`config.mk`:
```
export PLATFORM = sky130hd
export DESIGN_NAME = serial_add_ctrl
export DESIGN_NICKNAME = d
export VERILOG_FILES = /design/src/rtl/serial_add_ctrl.sv
export SDC_FILE = /design/constraint.sdc
export NUM_CORES = 1
export LEC_CHECK = 0
export BUFFER_PORTS_ARGS = -buffer_cell sky130_fd_sc_hd__buf_2
export CAP_MARGIN = 20
export CORE_UTILIZATION = 55
export CTS_BUF_LIST = sky130_fd_sc_hd__clkbuf_4 sky130_fd_sc_hd__clkbuf_8
export DETAILED_ROUTE_END_ITERATION = 6
export MAX_ROUTING_LAYER = met4
export PLACE_DENSITY = 0.85
export SYNTH_ARGS = -nofsm -noshare
export SYNTH_HDL_FRONTEND = slang
export SYNTH_SLANG_ARGS = --single-unit
```
`constraint.sdc`:
```
create_clock -name clk -period 1.7 [get_ports clk]
set_input_delay 0.17 -clock clk [delete_from_list [all_inputs] [get_ports clk]]
set_output_delay 0.17 -clock clk [all_outputs]
set_load 0.02 [all_outputs]
```
`src/rtl/serial_add_ctrl.sv`:
```
// serial_add_ctrl: bit-serial adder sequencer driving one shared full-adder cell
module serial_add_ctrl #(
  parameter int WIDTH = 8
) (
  input  logic             clk,
  input  logic             rst,
  input  logic             start,
  input  logic [WIDTH-1:0] op_a,
  input  logic [WIDTH-1:0] op_b,
  input  logic             cin,
  output logic             fa_a,
  output logic             fa_b,
  output logic             fa_c,
  input  logic             fa_sum,
  input  logic             fa_cout,
  output logic             busy,
  output logic             done,
  output logic [WIDTH-1:0] sum,
  output logic             cout
);
  localparam int CW = (WIDTH > 2) ? $clog2(WIDTH) : 1;
  typedef enum logic [1:0] {IDLE, RUN, DONE} state_t;
  state_t state;
  logic [WIDTH-1:0] a_sh, b_sh, sum_sh;
  logic [CW-1:0] cnt;
  logic carry;
  // busy is high exactly in RUN, so it gates the cell inputs to zero elsewhere
  assign fa_a = busy & a_sh[0];
  assign fa_b = busy & b_sh[0];
  assign fa_c = busy & carry;
  always_ff @(posedge clk) begin
    if (rst) begin
      state  <= IDLE;
      busy   <= 1'b0;
      done   <= 1'b0;
      sum    <= '0;
      cout   <= 1'b0;
      cnt    <= '0;
      a_sh   <= '0;
      b_sh   <= '0;
      sum_sh <= '0;
      carry  <= 1'b0;
    end else if (state == RUN) begin
      a_sh   <= a_sh >> 1;
      b_sh   <= b_sh >> 1;
      carry  <= fa_cout;
      sum_sh <= {fa_sum, sum_sh[WIDTH-1:1]};
      cnt    <= cnt + 1'b1;
      if (cnt == CW'(WIDTH - 1)) begin
        sum   <= {fa_sum, sum_sh[WIDTH-1:1]};
        cout  <= fa_cout;
        state <= DONE;
        busy  <= 1'b0;
        done  <= 1'b1;
      end
    end else begin
      done  <= 1'b0;
      busy  <= start;
      state <= start ? RUN : IDLE;
      if (start) begin
        a_sh  <= op_a;
        b_sh  <= op_b;
        carry <= cin;
        cnt   <= '0;
      end
    end
  end
endmodule
```
==> results.sh <==
export IMPL_grt_pass1_vias=1248
export IMPL_wire_per_inst_um=13.4
export IMPL_r2r_start="cnt[0]"
export IMPL_peakVddDrop_uv=826
export IMPL_p_leak_uw=0.000818
export IMPL_cts_tree="yes"
export IMPL_holdBufCountCts=0
export IMPL_dp_hpwl_mm=2.25
export IMPL_worstMarginPinSlew_ns=0.534
export IMPL_min_delay_path_class="in2reg"
export IMPL_syn_num_nets=196
export IMPL_die_y_um=57.0
export IMPL_grtUsageMet3_pct=7.03
export IMPL_clock_latency_ns=0.35
export IMPL_numCtsBuffers=5
export IMPL_p_seq_share_pct=49.8
export IMPL_fillers=243
export IMPL_num_rows=19
export IMPL_r2r_slack_ns=0.31
export IMPL_p_total_uw=1960
export IMPL_synth_top_area_cell="dfxtp_1"
export IMPL_min_period_ns=1.39
export IMPL_avgSynthCellArea_um2=9.69
export IMPL_path_cells="ha_1 -> ha_1 -> and3b_1 -> nand2_1 -> a21oi_1"
export IMPL_vias=1277
export IMPL_grtUsageMet1_pct=22.9
export IMPL_syn_area_um2=1670
export IMPL_ant_nets=0
export IMPL_grt_met2_usage_pct=38.2
export IMPL_startpoint="cnt[0]"
export IMPL_first_pass_iters=6
export IMPL_slew_viol_final=0
export IMPL_grt_max_degree=36
export IMPL_worstReg2RegEnd="sum[6]"
export IMPL_setup_viol=0
export IMPL_syn2layout_area_growth_pct=15.6
export IMPL_worstSetupEndpointType="register"
export IMPL_outcome="complete, but fails checks"
export IMPL_drt_iter0_drc=25
export IMPL_synthTopCellsByArea="dfxtp_1, a211oi_2, mux2i_1"
export IMPL_pwr_share_comb_pct=10.4
export IMPL_grt_antenna_before_repair=0
export IMPL_ctsResizeCount=0
export IMPL_slowest_stage="dfxtp_1"
export IMPL_worst_ep_required_time_ns=1.99
export IMPL_synth_distinct_cells=20
export IMPL_violations="design-rule violations"
export IMPL_path_clk_slew_ns=0.13
export IMPL_p_sw_share_pct=22.4
export IMPL_grt_pass1_wl_mm=5.24
export IMPL_core_area_um2=2810
export IMPL_cp_start_kind="register"
export IMPL_crit_top_cell="ha_1"
export IMPL_crit_arrival_ns=1.68
export IMPL_layout_nets=227
export IMPL_crit_end="sum[6]"
export IMPL_top_usage_layer="met2"
export IMPL_die_area_um2=3250
export IMPL_cap_violations=0
export IMPL_critPathMaxFanout=9
export IMPL_crit_type="reg2reg"
export IMPL_power_switching_uw=438
export IMPL_worst_path_largest_cell_delay_ns=0.37
export IMPL_ys_ff_latch=39
export IMPL_relSlewSlack_pct=64.4
export IMPL_cts_max_level=2
export IMPL_ys_seq_area_share_pct=46.8
export IMPL_cts_sinks=39
export IMPL_n_antenna_cell=0
export IMPL_period_share_pct=81.7
export IMPL_start_util_pct=59.4
export IMPL_p_per_area_nw_per_um2=1020
export IMPL_overflow=0
export IMPL_rsz0062_at_grt="false"
export IMPL_synth_top_area_share_pct=46.8
export IMPL_drive_gt1_share_pct=30.9
export IMPL_gp_congestion=0.739
export IMPL_reg2reg_depth=5
export IMPL_p_clk_share_pct=39.8
export IMPL_skew_ns=0.0169
export IMPL_grt_usage_pct=21.8
export IMPL_post_cts_setup_buffers=0
export IMPL_yosysWarnings=0
export IMPL_route_detailed_drc=6
export IMPL_clock_path_buffers=2
export IMPL_die_w_um=57.0
export IMPL_io_buffers=35
export IMPL_syn_inst=172
export IMPL_hold_violations=0
export IMPL_internal_power_uw=1520
export IMPL_io_pins=36
export IMPL_vias_per_cell=5.43
export IMPL_fin_tns_setup_ns=0
export IMPL_cts_root_buf="clkbuf_4"
export IMPL_max_freq_mhz=720
export IMPL_routed_wirelength_mm=3.15
[area by class of cell]
class,instances,area (um2),area share [%]
clock inverter,2,60.1,3.12
sequential,39,781,40.5
clock buffer,6,45.0,2.34
tap,31,38.8,2.01
multi-input combinational,120,787,40.8
timing repair buffer,37,215,11.2
[flip-flops by register name, indices dropped and copies added (netlist names)]
register	cells
carry	1
a_sh	8
b_sh	8
done	1
cout	1
sum	8
state	2
cnt	3
sum_sh	7
[routing by layer]
layer / vias up / wire, um / part of all wire (%)
met2: 23 / 1610 / 51
met5: - / 0 / 0
li1: 654 / - / -
met4: 0 / 42 / 1.3
met1: 594 / 1370 / 43
met3: 6 / 129 / 4.1
[power groups by stage]
stage / clock network, uW / registers [uW] / logic, uW
final: 778 / 975 / 203
after global routing: 827 / 980 / 222
after CTS: 795 / 976 / 206
after detailed placement: 0 / 997 / 205
after global placement: 0 / 994 / 195
after floorplan: 0 / 992 / 162
[cells in the final DEF (no fill, tap or decap), types with 2 or more instances in the layout]
master,count
buf_12,2
nor2_1,17
dfxtp_1,39
a21oi_1,19
nand2_1,34
and2_1,3
mux2i_1,17
clkbuf_4,6
a211oi_2,15
bufinv_16,2
nand3b_1,4
nor3_1,2
ha_1,2
buf_2,35
[critical path: cells and delay by family, from the launching register on]
family	cells	cell delay [ns]
AO/OA/AOI/OAI	1	0.14
adder cells (fa/ha/maj)	2	0.37
flip-flops	1	0.37
AND/OR/NAND/NOR	2	0.47
[worst min path at each step]
stage | from | to | depth (start not counted)
after detailed placement | fa_sum | sum_sh[7] | 3
after global placement | fa_sum | sum_sh[7] | 3
after CTS | fa_sum | sum[7] | 3
final | fa_sum | sum[7] | 3
after global routing | fa_sum | sum[7] | 3
after floorplan | fa_sum | sum_sh[7] | 2
[cell families (layout without fill, tap and decap cells)]
logic type               Yosys count  count (layout)  synth area share [%]
AND/OR/NAND/NOR                   66              66                  18.1
flip-flops                        39              39                  46.8
AO/OA/AOI/OAI                     35              35                  17.3
multiplexers                      17              17                  10.2
buffers and inverters             13              45                  6.08
adder cells (fa/ha/maj)            2               2                  1.50
[cells in the mapped netlist]
cell and number:
buf_2 3, dfxtp_1 39, nor3_1 2, nand2_1 34, o21ai_0 1, buf_4 3, a21oi_1 19, and2_1 3
nor2_1 17, buf_6 5, nor3b_2 1, clkbuf_1 2, nand2b_1 2, nand3b_1 4, and2b_1 1, nor3_2 1
a211oi_2 15, mux2i_1 17, and3b_1 1, ha_1 2
[per-stage QoR]
stage | hold WS [ns] | instance area (um2) | cells | setup slack, ns | utilization (%)
3_3_place_gp | 0.437 | 1820 | 227 | 0.432 | 64.9
2_1_floorplan | 0.306 | 1670 | 172 | 0.475 | -
3_5_place_dp | 0.443 | 1820 | 227 | 0.328 | 64.9
4_1_cts | 0.0522 | 1930 | 235 | 0.304 | 68.7
6_report | 0.0623 | 1930 | 235 | 0.312 | 68.7
5_1_grt | 0.0521 | 1930 | 235 | 0.179 | 68.7
No activity file was read; power rests on OpenSTA's default activity.
